$ cat config.mk
export PLATFORM = sky130hd
export DESIGN_NAME = intr_ctrl_4ch
export DESIGN_NICKNAME = d
export VERILOG_FILES = /design/src/rtl/intr_ctrl_4ch.sv
export SDC_FILE = /design/constraint.sdc
export NUM_CORES = 1
export LEC_CHECK = 0
export ABC_AREA = 1
export CAP_MARGIN = 25
export CELL_PAD_IN_SITES_DETAIL_PLACEMENT = 0
export CELL_PAD_IN_SITES_GLOBAL_PLACEMENT = 1
export CORE_ASPECT_RATIO = 1.1
export CORE_MARGIN = 2
export CORE_UTILIZATION = 37
export DETAILED_ROUTE_END_ITERATION = 6
export PLACE_DENSITY = 0.81
export SLEW_MARGIN = 30
export SYNTH_ARGS = -nofsm -noshare
export SYNTH_HDL_FRONTEND = slang
export SYNTH_SLANG_ARGS = --single-unit
$ cat constraint.sdc
create_clock -name clk -period 1.7 [get_ports clk]
set_input_delay 0.425 -clock clk [delete_from_list [all_inputs] [get_ports clk]]
set_output_delay 0.425 -clock clk [all_outputs]
set_load 0.02 [all_outputs]
$ cat src/rtl/intr_ctrl_4ch.sv
// Four-source interrupt controller: edge-latched pending bits, fixed priority
// (source 3 highest), irq/ack handshake with timeout and nested in-service tracking.
module intr_ctrl_4ch #(
  parameter int unsigned TIMEOUT = 15
) (
  input  logic       clk,
  input  logic       rst_n,
  input  logic [3:0] irq_in,
  input  logic [3:0] mask,
  input  logic       irq_ack,
  input  logic       eoi,
  output logic       irq,
  output logic [1:0] irq_id,
  output logic [3:0] pending,
  output logic [3:0] in_service
);

  typedef enum logic [1:0] {IDLE, REQ, GAP} state_e;

  localparam logic [7:0] CNT_LAST = 8'(TIMEOUT - 1);

  state_e     state_q, state_d;
  logic [3:0] prev_q;
  logic [3:0] pending_q, pending_d;
  logic [3:0] isr_q, isr_d;
  logic [1:0] id_q, id_d;
  logic [7:0] cnt_q, cnt_d;

  logic [3:0] rise;
  logic [3:0] eligible;
  logic [3:0] ack_set;
  logic [3:0] eoi_clr;

  // Sources strictly above the highest in-service level may nest.
  function automatic logic [3:0] above_of(input logic [3:0] isr);
    if (isr[3])      return 4'b0000;
    else if (isr[2]) return 4'b1000;
    else if (isr[1]) return 4'b1100;
    else if (isr[0]) return 4'b1110;
    else             return 4'b1111;
  endfunction

  function automatic logic [1:0] encode(input logic [3:0] v);
    if (v[3])      return 2'd3;
    else if (v[2]) return 2'd2;
    else if (v[1]) return 2'd1;
    else           return 2'd0;
  endfunction

  function automatic logic [3:0] top_bit(input logic [3:0] v);
    if (v[3])      return 4'b1000;
    else if (v[2]) return 4'b0100;
    else if (v[1]) return 4'b0010;
    else if (v[0]) return 4'b0001;
    else           return 4'b0000;
  endfunction

  assign rise     = irq_in & ~prev_q;
  assign eligible = pending_q & ~mask & above_of(isr_q);
  assign eoi_clr  = eoi ? top_bit(isr_q) : 4'b0000;

  // NOTE: every always_comb output gets a default first so no path leaves it
  // unassigned, which would otherwise infer a latch.
  always_comb begin
    state_d = state_q;
    id_d    = id_q;
    cnt_d   = cnt_q;
    ack_set = 4'b0000;
    case (state_q)
      IDLE: begin
        if (|eligible) begin
          state_d = REQ;
          id_d    = encode(eligible);
          cnt_d   = 8'd0;
        end
      end
      REQ: begin
        if (irq_ack) begin
          ack_set = 4'b0001 << id_q;
          state_d = GAP;
        end else if (!eligible[id_q]) begin
          state_d = IDLE;
        end else if (cnt_q == CNT_LAST) begin
          state_d = IDLE;
        end else begin
          cnt_d = cnt_q + 8'd1;
        end
      end
      GAP:     state_d = IDLE;
      default: state_d = IDLE;
    endcase
    // A rise in the ack cycle wins over the clear.
    pending_d = (pending_q & ~ack_set) | rise;
    isr_d     = (isr_q & ~eoi_clr) | ack_set;
  end

  // NOTE: sequential state uses non-blocking assignments so every register
  // samples the pre-edge values regardless of statement order.
  always_ff @(posedge clk or negedge rst_n) begin
    if (!rst_n) begin
      state_q   <= IDLE;
      prev_q    <= 4'b0000;
      pending_q <= 4'b0000;
      isr_q     <= 4'b0000;
      id_q      <= 2'd0;
      cnt_q     <= 8'd0;
    end else begin
      state_q   <= state_d;
      prev_q    <= irq_in;
      pending_q <= pending_d;
      isr_q     <= isr_d;
      id_q      <= id_d;
      cnt_q     <= cnt_d;
    end
  end

  assign irq        = (state_q == REQ);
  assign irq_id     = id_q;
  assign pending    = pending_q;
  assign in_service = isr_q;

endmodule

==> reports/metrics.sh, run 1 <==
SYNTH_AREA_PER_CELL_SQ_UM=7.75
ROOT_BUFFER='sky130_fd_sc_hd__clkbuf_4'
PLACE_CONGESTION=0.768
SYNTHDOMINANTCELLAREASHARE=0.487
ACHIEVABLE-FREQUENCY_GHz=0.610
MAPPEDNETLISTNETS=173
INSERTION_DELAY_TO_THE_LATER_SINK_OF_THE_WORST_SKEW_PAIR_NS=0.31
DESIGN.CORE.AREA_SQ_UM=3100
DRT-MET1-WL_UM=1130
SYNTH_WARNINGS=0
SETUP.WORST_PATH.CLASS='register to primary output'
SYNTH_ADDER_AREA_SHARE=0.0203
TIMING.FINAL.SETUP_VIOLATIONS=0
FP-ROW-COUNT=21
FIRST_GLOBAL_VIAS=1130
HOLD_BUFFERS=0
PORT_BUFFERS=22
CTS-HTREE-LEVELS=1
POSTSYNTHCELLCOUNT=159
MAXUSEDROUTINGLAYER='met4'
DIE_HEIGHT_UM=64.5
ANTENNA_FOUND_INITIAL=0
DR_WL_MET2_UM=1380
TOTAL_LEAKAGE_POWER_nW=0.784
TIMING.RR.START='cnt_q[0]$_DFFE_PN0P_'
VIAS_PER_CELL=4.99
DRT.ANTENNA.VIOLATING_NETS=0
SYNTH_SIMPLE_GATE_AREA_SHARE=0.314
TIMING.SLEW.HEADROOM=0.792
SYNTH_AREA_SQ_UM=1230
YOSYS_REG_BITS=24
DOMINANT_COMBINATIONAL_CELL_FAMILY_BY_AREA_AFTER_SYNTHESIS='simple AND/OR/NAND/NOR gates'
NUMBER_OF_CELLS_ON_THE_WORST_REG_TO_REG_PATH=9
HOLD_PATH.CLASS='register to register'
SYNTH_SEQ_AREA_SHARE=0.487
GROUTE.USAGE.OVERALL=0.159
CRITICAL_PATH.MAX_STAGE_DELAY_NS=0.43
CTS_INSERTED_BUFFERS=3
PORTION_OF_NETLIST_AREA_OCCUPIED_BY_MUX_CELLS=0
CP_MAX_FO=2
WORST-PATH-STAGES=2
COMPOUND_CELL_AREA_SHARE_OF_THE_YOSYS_NETLIST=0.0904
LAYOUT-DRIVE-GT1-SHARE=0.0806
DRC_ERRORS=0
TIMING.FINAL.MAX_SLEW_VIOLATIONS=0
LAYOUTNONFILLERINSTCOUNT=220
SETUP.REG_TO_REG.WORST_SLACK_NS=0.20
TOTAL_BUFFERS_AND_INVERTERS_TRAVERSED_BY_THE_CRITICAL_PATH=1
NUMPLACEDINSTANCES=217
DESIGN.FINAL.NETS=202
OUTCOME='complete, no violations'
AREA_DELTA_SYNTH_FINAL_PCT=22.9
SYNTHTOPCELLSBYAREA='sky130_fd_sc_hd__dfrtp_1, sky130_fd_sc_hd__nand2_1, sky130_fd_sc_hd__inv_1'
GLOBAL_ROUTE.OVERFLOW_TOTAL=0
INITIAL_CORE_UTIL=0.397
ROUTE.FINAL.WIRE_LENGTH_UM=2650
DRT_FIRST_ITER_VIOLATIONS=35
POST-ROUTE-PERIOD-UTIL=0.964
DIE-AREA_SQ_UM=3810
CLOCK-SINKS=24
CP_SLOWEST_CELL='sky130_fd_sc_hd__dfrtp_1'
IO_PINS=23
CTS_TREE='done'
ROUTE.DETAILED.WL_PER_INST_UM=12.1
N_ANTENNA_CELL=0
SYNTH.DISTINCT_CELLS=21
VIAS=1097
TIMING.CRITICAL_PATH.MAX_DELAY_FAMILY='flip-flops'
HOLD-PATH-CELL-COUNT=1
WORSTSETUPENDPOINTTYPE='primary output'
HOLD_START='prev_q[0]$_DFF_PN0_'
HOLD_END='pending[0]$_DFF_PN0_'
ROUTED-WL-MET3_UM=77
SYNTH_XOR_AREA_FRAC=0
POWER.DENSITY_nW_PER_UM2=1400
DRTPASS1ITERATIONS=4
WIDTH_OF_THE_CHIP_UM=59.0
WORSTREG2REGEND='cnt_q[6]$_DFFE_PN0P_'
TIMING_HOLD_VIOLATIONS_FINAL=0
DRV_CAP=0
CRIT_PATH_LAUNCH_TYPE='register'
GRT_PASS1_WL_UM=4660
PIN_COUNT_OF_THE_BIGGEST_NET_ENTERING_GLOBAL_ROUTING=25
FINCLKSKEW_NS=0.00866
WORST_PATH_ARRIVAL_NS=1.21
SYNTH_TOP_CELL_BY_AREA='sky130_fd_sc_hd__dfrtp_1'
HPWL_UM=2140
TIGHTESTPINTRANSITION_NS=0.309
TIMING.FINAL.CRIT_PERIOD_NS=1.64
CRIT_CHAIN='nor2_4 > dlygate4sd2_1'
VDD_DROP_MAX_mV=0.724
REQUIRED_ARRIVAL_TIME_AT_THE_WORST_ENDPOINT_NS=1.27
RSZ_0062_RAISED_AFTER_GLOBAL_ROUTING='false'
SETUP_TNS_NS=0
CTS-ROOT-TO-SINK-BUFFERS=2
WORST_SETUP_HOLD_PATH_CLK_SLEW_NS=0.12
-- repair_timing --
action	in CTS	in global routing
endpoints found under the setup margin	11	0
resized for setup	11	0
hold endpoints to repair	0	0
setup buffers	0	0
-- synthesized netlist by cell type --
cell type	number
sky130_fd_sc_hd__nand2_1	39
sky130_fd_sc_hd__dfrtp_1	24
sky130_fd_sc_hd__inv_1	24
sky130_fd_sc_hd__nand3_1	17
sky130_fd_sc_hd__nor2_1	17
sky130_fd_sc_hd__o21ai_0	11
sky130_fd_sc_hd__a21oi_1	4
sky130_fd_sc_hd__nor3_1	3
sky130_fd_sc_hd__o21ai_1	3
sky130_fd_sc_hd__ha_1	2
sky130_fd_sc_hd__inv_2	2
sky130_fd_sc_hd__nand2_2	2
sky130_fd_sc_hd__nor3_2	2
sky130_fd_sc_hd__nor3b_1	2
sky130_fd_sc_hd__a21oi_2	1
sky130_fd_sc_hd__a31oi_1	1
sky130_fd_sc_hd__buf_6	1
sky130_fd_sc_hd__nand2_4	1
sky130_fd_sc_hd__nor2_4	1
sky130_fd_sc_hd__nor4_1	1
sky130_fd_sc_hd__o22ai_1	1
-- placed cells by master, fill, tap and decap left out --
cell	synthesis	final
sky130_fd_sc_hd__a21oi_1	4	4
sky130_fd_sc_hd__a21oi_2	1	1
sky130_fd_sc_hd__a31oi_1	1	1
sky130_fd_sc_hd__buf_4	0	3
sky130_fd_sc_hd__clkbuf_4	0	3
sky130_fd_sc_hd__clkdlybuf4s50_1	0	11
sky130_fd_sc_hd__dfrtp_1	24	24
sky130_fd_sc_hd__dlygate4sd2_1	0	11
sky130_fd_sc_hd__ha_1	2	2
sky130_fd_sc_hd__inv_1	24	24
sky130_fd_sc_hd__inv_2	2	2
sky130_fd_sc_hd__nand2_1	39	39
sky130_fd_sc_hd__nand2_2	2	2
sky130_fd_sc_hd__nand2_4	1	1
sky130_fd_sc_hd__nand3_1	17	17
sky130_fd_sc_hd__nor2_1	17	17
sky130_fd_sc_hd__nor2_4	1	1
sky130_fd_sc_hd__nor3_1	3	3
sky130_fd_sc_hd__nor3_2	2	2
sky130_fd_sc_hd__nor3b_1	2	2
sky130_fd_sc_hd__nor4_1	1	1
sky130_fd_sc_hd__o21ai_0	11	11
sky130_fd_sc_hd__o21ai_1	3	3
sky130_fd_sc_hd__o22ai_1	1	1
-- layer usage --
| metal | GRT usage | up-vias |
|---|---|---|
| met1 | 0.188 | 508 |
| met5 | 0 | - |
| li1 | - | 559 |
| met4 | 0.0710 | 0 |
| met2 | 0.281 | 23 |
| met3 | 0.0220 | 7 |
-- metrics by stage --
step | total power [mW] | utilization | instance area, sq um | hold slack [ns] | worst slack (ns)
2_1_floorplan | 1.57 | - | 1230 | 0.129 | 0.344
3_3_place_gp | 1.96 | 0.486 | 1510 | 0.405 | -0.0965
3_5_place_dp | 1.99 | 0.486 | 1510 | 0.414 | -0.136
4_1_cts | 2.16 | 0.489 | 1520 | 0.432 | 0.0449
5_1_grt | 2.32 | 0.489 | 1520 | 0.454 | 0.0168
6_report | 2.12 | 0.489 | 1520 | 0.427 | 0.0607
-- flip-flops by register name, indices dropped and copies added, names as in the netlist --
signal / flops
cnt_q: 8
irq_id: 2
pending: 4
prev_q: 4
state_q: 2
in_service: 4
-- cell families after synthesis --
family,count (synthesis)
compound gates,21
flops,24
simple gates,85
fa+ha+maj,2
buf+inv,27
-- worst reg2reg max path, cell delays in order, from the launching register on --
cell                      delay, ns
sky130_fd_sc_hd__dfrtp_1       0.44
sky130_fd_sc_hd__ha_1          0.21
sky130_fd_sc_hd__inv_1         0.06
sky130_fd_sc_hd__nor3_1        0.30
sky130_fd_sc_hd__nand2_1       0.11
sky130_fd_sc_hd__nand2_1       0.07
sky130_fd_sc_hd__nand2_1       0.05
sky130_fd_sc_hd__nor2_1        0.10
sky130_fd_sc_hd__nand2_1       0.06
sky130_fd_sc_hd__nand2_1       0.05
-- power by group --
| group | total [mW] | internal (mW) | switching (mW) | leakage, nW |
|---|---|---|---|---|
| Combinational | 1.04 | 0.367 | 0.670 | 0.471 |
| Clock | 0.239 | 0.0828 | 0.156 | 0.0138 |
| Sequential | 0.848 | 0.708 | 0.140 | 0.299 |
-- area by class of cell --
class | instances | area, sq um
Clock buffer | 3 | 22.5
Sequential cell | 24 | 601
Timing Repair Buffer | 25 | 229
Inverter | 26 | 97.6
Fill cell | 338 | 1590
Tap cell | 34 | 42.5
Multi-Input combinational cell | 108 | 523
-- worst max-delay path by stage --
stage	from	to
6_report	state_q[1]$_DFFE_PN0P_	irq
5_1_grt	state_q[1]$_DFFE_PN0P_	irq
4_1_cts	state_q[1]$_DFFE_PN0P_	irq
3_5_place_dp	mask[3]	cnt_q[5]$_DFFE_PN0P_
3_3_place_gp	mask[3]	cnt_q[6]$_DFFE_PN0P_
2_1_floorplan	in_service[3]$_DFF_PN0_	cnt_q[2]$_DFFE_PN0P_
No activity file was read; power rests on OpenSTA's default activity.
==> inputs of run 2 (changes only) <==
Settings changed: CORE_UTILIZATION 37 to 44, DONT_BUFFER_PORTS from default to 1, PLACE_DENSITY 0.81 to 0.79.
==> run 2 against run 1 <==
Net effect: sequential share of layout area increased by 4.8 points; critical path type is now register to register; clock skew decreased by 0.0021 ns; combinational power decreased by 8%; global-route usage increased by 3.4 points; highest routed layer unchanged; critical endpoint is now cnt_q[6]$_DFFE_PN0P_; sequential power increased by 2%; register-to-register slack got worse by 0.06 ns.
==> reports/metrics.sh, run 2 (same netlist as run 1, synthesis figures left out) <==
VIAS=1037  # -5.5%
DRTPASS1ITERATIONS=4  # unchanged
PLACE_CONGESTION=0.781  # +1.8%
VDD_DROP_MAX_mV=0.973  # +34%
NUMPLACEDINSTANCES=199  # -8.3%
CTS-HTREE-LEVELS=1  # unchanged
CTSRESIZECOUNT=0  # -11
GLOBAL_ROUTE.OVERFLOW_TOTAL=0  # unchanged
CLOCK-SINKS=24  # unchanged
FIRST_GLOBAL_VIAS=1087  # -3.8%
CTS-ROOT-TO-SINK-BUFFERS=2  # unchanged
AREA_DELTA_SYNTH_FINAL_PCT=9.54
SETUP.REG_TO_REG.WORST_SLACK_NS=0.14  # -0.06 ns
TOTAL_LEAKAGE_POWER_nW=0.709  # -9.5%
INSERTION_DELAY_TO_THE_LATER_SINK_OF_THE_WORST_SKEW_PAIR_NS=0.31  # about the same
WORSTSETUPENDPOINTTYPE='register'
CTS_TREE='done'
TIMING.RR.START='cnt_q[0]$_DFFE_PN0P_'
SETUP.WORST_PATH.CLASS='register to register'
DIE_HEIGHT_UM=59.5  # -7.8%
LARGEST_REGISTER_FF_COUNT=8  # unchanged
MULTI_INPUT_AREA_SQ_UM=523  # unchanged
AREA.SEQUENTIAL_SQ_UM=601  # unchanged
REGMOSTFLOPS='cnt_q'
CTS_INSERTED_BUFFERS=3  # unchanged
MOSTFREQUENTLAYOUTCELL='sky130_fd_sc_hd__nand2_1'
TIMING.FINAL.CRIT_PERIOD_NS=1.56  # -0.0766 ns
GRT_PASS1_WL_UM=4470  # -4.0%
TIMING_HOLD_VIOLATIONS_FINAL=0  # unchanged
WORSTREG2REGEND='cnt_q[6]$_DFFE_PN0P_'
POWER.DENSITY_nW_PER_UM2=1530  # +9.2%
SETUP_TNS_NS=0  # unchanged
DRT_FIRST_ITER_VIOLATIONS=18  # -49%
TIMING.FINAL.SETUP_VIOLATIONS=0  # unchanged
POST-ROUTE-PERIOD-UTIL=0.919  # -0.0450
LAYOUTNONFILLERINSTCOUNT=203  # -7.7%
ANTENNA_FOUND_INITIAL=0  # unchanged
LAYOUT-DRIVE-GT1-SHARE=0.124  # +0.0429
GROUTE.USAGE.OVERALL=0.194  # +0.0343
FP-ROW-COUNT=20  # -4.8%
HPWL_UM=2060  # -3.7%
DRV_CAP=0  # unchanged
MOSTFREQUENTLAYOUTCELLS='sky130_fd_sc_hd__nand2_1, sky130_fd_sc_hd__inv_1, sky130_fd_sc_hd__dfrtp_1'
TIMING.FINAL.MAX_SLEW_VIOLATIONS=0  # unchanged
DIE-AREA_SQ_UM=3240  # -15%
N_ANTENNA_CELL=0  # unchanged
INITIAL_CORE_UTIL=0.452  # +0.0543
FINCLKSKEW_NS=0.00660  # -0.00205 ns
WORST_PATH_ARRIVAL_NS=1.81  # +0.60 ns
OUTCOME='complete, no violations'
DESIGN.FINAL.NETS=186  # -7.9%
CP_MAX_FO=5  # +3
WIDTH_OF_THE_CHIP_UM=54.5  # -7.7%
ACHIEVABLE-FREQUENCY_GHz=0.640  # +4.9%
ROUTE.DETAILED.WL_PER_INST_UM=12.7  # +5.6%
TIMING.SLEW.HEADROOM=0.648  # -0.144
ROUTE.FINAL.WIRE_LENGTH_UM=2580  # -2.6%
DRT.ANTENNA.VIOLATING_NETS=0  # unchanged
CRIT_PATH_LAUNCH_TYPE='register'
RSZ_0062_RAISED_AFTER_GLOBAL_ROUTING='false'
DRC_ERRORS=0  # unchanged
VIAS_PER_CELL=5.11  # +2.4%
TIGHTESTPINTRANSITION_NS=0.528  # +0.219 ns
REQUIRED_ARRIVAL_TIME_AT_THE_WORST_ENDPOINT_NS=1.95  # +0.68 ns
HOLD_PATH.CLASS='input pin to asynchronous set/reset pin'
ROOT_BUFFER='sky130_fd_sc_hd__clkbuf_4'
HOLD_WORST_SLACK_NS=0.0733  # -0.354 ns
WORST_SETUP_HOLD_PATH_CLK_SLEW_NS=0.12  # about the same
DESIGN.CORE.AREA_SQ_UM=2730  # -12%
PORT_BUFFERS=0  # -100%
NUMBER_OF_CELLS_ON_THE_WORST_REG_TO_REG_PATH=9  # unchanged
PIN_COUNT_OF_THE_BIGGEST_NET_ENTERING_GLOBAL_ROUTING=25  # unchanged
FINALPOWER_mW=2.07  # -2.7%
LAYOUT_FILLERS=277  # -18%
IO_PINS=23  # unchanged
-- run 2: metrics by stage --
stage	setup slack (ns)	utilization	cell area, sq um
3_3_place_gp	0.270	0.485	1320
2_1_floorplan	0.344	-	1230
5_1_grt	0.00852	0.495	1350
6_report	0.137	0.495	1350
4_1_cts	0.194	0.497	1360
3_5_place_dp	0.219	0.485	1320
-- run 2: metal layers --
metal | global-route usage | up-vias | wire [um]
li1 | - | 527 | -
met1 | 0.234 | 488 | 1110
met2 | 0.334 | 20 | 1360
met3 | 0.0354 | 2 | 98
met4 | 0.0750 | 0 | 17
met5 | 0 | - | 0
-- run 2: how the worst max path moves through the flow --
stage	from	slack [ns]	cells after the start	end
after detailed placement	pending[3]$_DFF_PN0_	0.22	10	cnt_q[5]$_DFFE_PN0P_
final	cnt_q[0]$_DFFE_PN0P_	0.14	9	cnt_q[6]$_DFFE_PN0P_
after CTS	state_q[1]$_DFFE_PN0P_	0.19	2	irq
after floorplan	in_service[3]$_DFF_PN0_	0.34	7	cnt_q[2]$_DFFE_PN0P_
after global routing	cnt_q[0]$_DFFE_PN0P_	0.009	9	cnt_q[6]$_DFFE_PN0P_
after global placement	pending[1]$_DFF_PN0_	0.27	8	cnt_q[5]$_DFFE_PN0P_
-- run 2: what timing repair did --
| action | in CTS | in global routing |
|---|---|---|
| hold endpoints to repair | 24 | 0 |
| setup buffers | 0 | 0 |
| endpoints found under the setup margin | 0 | 0 |
| hold buffers | 1 | 0 |
-- run 2: power by group --
part / switching (mW) / internal, mW
clock network: 0.158 / 0.0827
logic: 0.635 / 0.325
registers: 0.159 / 0.707
-- run 2: layout make-up --
| cell class | instances | share of cell area |
|---|---|---|
| Clock buffer | 3 | 0.0167 |
| Multi-Input combinational cell | 108 | 0.387 |
| Tap cell | 33 | 0.0306 |
| Sequential cell | 24 | 0.445 |
| Inverter | 26 | 0.0723 |
| Timing Repair Buffer | 9 | 0.0482 |
-- run 2: critical path: stages, from the launching register on --
cell and delay, ns:
sky130_fd_sc_hd__dfrtp_1 0.44, sky130_fd_sc_hd__ha_1 0.22, sky130_fd_sc_hd__inv_1 0.06, sky130_fd_sc_hd__nor3_1 0.31, sky130_fd_sc_hd__nand2_1 0.14, sky130_fd_sc_hd__nand2_1 0.09
sky130_fd_sc_hd__nand2_1 0.05, sky130_fd_sc_hd__nor2_1 0.10, sky130_fd_sc_hd__nand2_1 0.06, sky130_fd_sc_hd__nand2_1 0.05
==> inputs of run 3 (changes only) <==
Settings changed: GPL_ROUTABILITY_DRIVEN from default to 0, PLACE_DENSITY 0.79 to 0.78.
==> run 3 against run 2 <==
Net effect: combinational power shrank 3.5%; cell count did not move; sequential power grew 3.0%.
==> reports/metrics.sh, run 3 (same netlist as run 1, synthesis figures left out) <==
FINAL_UTIL=0.505  # +0.00963
ACHIEVABLE-FREQUENCY_GHz=0.647  # +1.1%
CTS_POST_SETUP_BUFFERS_INSERTED=0  # unchanged
DRT.ANTENNA.VIOLATING_NETS=0  # unchanged
IO_PINS=23  # unchanged
ROUTE.FINAL.WIRE_LENGTH_UM=2560  # -0.70%
TIMING.RR.START='cnt_q[0]$_DFFE_PN0P_'
GROUTE.USAGE.OVERALL=0.190  # -0.00321
WORSTREG2REGEND='cnt_q[6]$_DFFE_PN0P_'
VDD_DROP_MAX_mV=1.06  # +9.4%
DRT_FIRST_ITER_VIOLATIONS=17  # -1
N_ANTENNA_CELL=0  # unchanged
REGMOSTFLOPS='cnt_q'
WORSTSETUPENDPOINTTYPE='primary output'
OUTCOME='complete, no violations'
FIRST_GLOBAL_VIAS=1054  # -3.0%
POST-ROUTE-PERIOD-UTIL=0.909  # -0.0100
TIMING.FINAL.SETUP_VIOLATIONS=0  # unchanged
DIE-AREA_SQ_UM=3240  # unchanged
HOLD_PATH.CLASS='input pin to asynchronous set/reset pin'
PIN_COUNT_OF_THE_BIGGEST_NET_ENTERING_GLOBAL_ROUTING=25  # unchanged
MOSTFREQUENTLAYOUTCELLS='sky130_fd_sc_hd__nand2_1, sky130_fd_sc_hd__inv_1, sky130_fd_sc_hd__dfrtp_1'
AREA_DELTA_SYNTH_FINAL_PCT=11.7
CTS_TREE='done'
LAYOUT-DRIVE-GT1-SHARE=0.135  # +0.0118
ANTENNA_FOUND_INITIAL=0  # unchanged
DIE_HEIGHT_UM=59.5  # unchanged
INITIAL_CORE_UTIL=0.452  # unchanged
CTS-ROOT-TO-SINK-BUFFERS=2  # unchanged
POST_ROUTE_CELL_AREA_SQ_UM=1380  # +1.9%
TIMING.FINAL.MAX_SLEW_VIOLATIONS=0  # unchanged
DESIGN.FINAL.NETS=185  # -0.54%
VIAS=1022  # -1.4%
DESIGN.CORE.AREA_SQ_UM=2730  # unchanged
ROOT_BUFFER='sky130_fd_sc_hd__clkbuf_4'
FINALPOWER_mW=2.22  # +7.3%
LARGEST_REGISTER_FF_COUNT=8  # unchanged
SETUP_TNS_NS=0  # unchanged
GLOBAL_ROUTE.OVERFLOW_TOTAL=0  # unchanged
REQUIRED_ARRIVAL_TIME_AT_THE_WORST_ENDPOINT_NS=1.27  # -0.68 ns
WORST_PATH_ARRIVAL_NS=1.12  # -0.69 ns
CRIT_PATH_LAUNCH_TYPE='register'
LAYOUT_FILLERS=282  # +1.8%
DRV_CAP=0  # unchanged
DRC_ERRORS=0  # unchanged
NUMBER_OF_CELLS_ON_THE_WORST_REG_TO_REG_PATH=9  # unchanged
TIMING.SLEW.HEADROOM=0.651  # +0.00327
RSZ_0062_RAISED_AFTER_GLOBAL_ROUTING='false'
PORT_BUFFERS=0  # unchanged
SETUP.WORST_PATH.CLASS='register to primary output'
SETUP.REG_TO_REG.WORST_SLACK_NS=0.17  # +0.03 ns
HPWL_UM=1990  # -3.3%
FINCLKSKEW_NS=0.0112  # +0.00460 ns
VIAS_PER_CELL=5.03  # -1.4%
CTS-HTREE-LEVELS=1  # unchanged
HOLD_WORST_SLACK_NS=0.0672  # -0.00613 ns
DRTPASS1ITERATIONS=4  # unchanged
MOSTFREQUENTLAYOUTCELL='sky130_fd_sc_hd__nand2_1'
ROUTE.DETAILED.WL_PER_INST_UM=12.6  # -0.70%
INSERTION_DELAY_TO_THE_LATER_SINK_OF_THE_WORST_SKEW_PAIR_NS=0.31  # about the same
FP-ROW-COUNT=20  # unchanged
TOTAL_LEAKAGE_POWER_nW=0.717  # +1.1%
CLOCK-SINKS=24  # unchanged
TIGHTESTPINTRANSITION_NS=0.523  # -0.00490 ns
POSTPLACECELLAREA_SQ_UM=1320  # -0.57%
CTS_INSERTED_BUFFERS=3  # unchanged
TIMING.FINAL.CRIT_PERIOD_NS=1.55  # -0.0170 ns
POWER.DENSITY_nW_PER_UM2=1610  # +5.3%
WORST_SETUP_HOLD_PATH_CLK_SLEW_NS=0.13  # about the same
CP_MAX_FO=5  # unchanged
WIDTH_OF_THE_CHIP_UM=54.5  # unchanged
TIMING_HOLD_VIOLATIONS_FINAL=0  # unchanged
GRT_PASS1_WL_UM=4480  # +0.16%
==> run 3: cell count changes in the layout (fill, tap and decap cells not counted), sizes merged <==
cell / previous run / this run
bufinv: 0 / 1
buf: 9 / 8
==> run 3: power by group <==
part / internal, mW / switching [mW] / leakage (nW)
logic: 0.312 / 0.614 / 0.392
clock network: 0.238 / 0.161 / 0.0279
registers: 0.709 / 0.183 / 0.297
==> run 3: what timing repair did <==
item                       4_1_cts  5_1_grt
hold endpoints to repair        24        0
setup endpoints to repair        0        6
gates resized for setup          0        2
hold buffers                     1        0
==> run 3: layer usage <==
metal / up-vias / global-route usage / wire length (um)
li1: 524 / - / -
met1: 474 / 0.229 / 1100
met2: 22 / 0.336 / 1310
met3: 2 / 0.0253 / 137
met4: 0 / 0.0750 / 15
met5: - / 0 / 0
==> run 3: worst max-delay path, stage by stage, from the launching register on <==
cell,delay (ns)
sky130_fd_sc_hd__dfrtp_1,0.43
sky130_fd_sc_hd__nor2_4,0.19
sky130_fd_sc_hd__buf_4,0.19
==> run 3: metrics by stage <==
| step | cells | worst slack (ns) |
|---|---|---|
| 5_1_grt | 203 | 0.00392 |
| 6_report | 203 | 0.154 |
| 4_1_cts | 203 | 0.138 |
| 3_5_place_dp | 198 | 0.196 |
| 2_1_floorplan | 159 | 0.344 |
| 3_3_place_gp | 198 | 0.216 |
==> run 3: worst max-delay path by stage <==
stage,from,end,slack [ns],depth (start not counted)
2_1_floorplan,in_service[3]$_DFF_PN0_,cnt_q[2]$_DFFE_PN0P_,0.34,7
3_3_place_gp,in_service[2]$_DFF_PN0_,cnt_q[4]$_DFFE_PN0P_,0.22,7
3_5_place_dp,in_service[2]$_DFF_PN0_,cnt_q[4]$_DFFE_PN0P_,0.20,7
4_1_cts,state_q[1]$_DFFE_PN0P_,irq,0.14,2
5_1_grt,in_service[2]$_DFF_PN0_,cnt_q[4]$_DFFE_PN0P_,0.004,7
6_report,state_q[1]$_DFFE_PN0P_,irq,0.15,2
==> run 3: area by class of cell <==
cell class	instances	area (sq um)	share of cell area
Clock buffer	3	22.5	0.0164
Clock inverter	1	30.0	0.0218
Inverter	26	97.6	0.0709
Multi-Input combinational cell	108	526	0.382
Sequential cell	24	602	0.437
Tap cell	33	41.3	0.0300
Timing Repair Buffer	8	57.6	0.0418
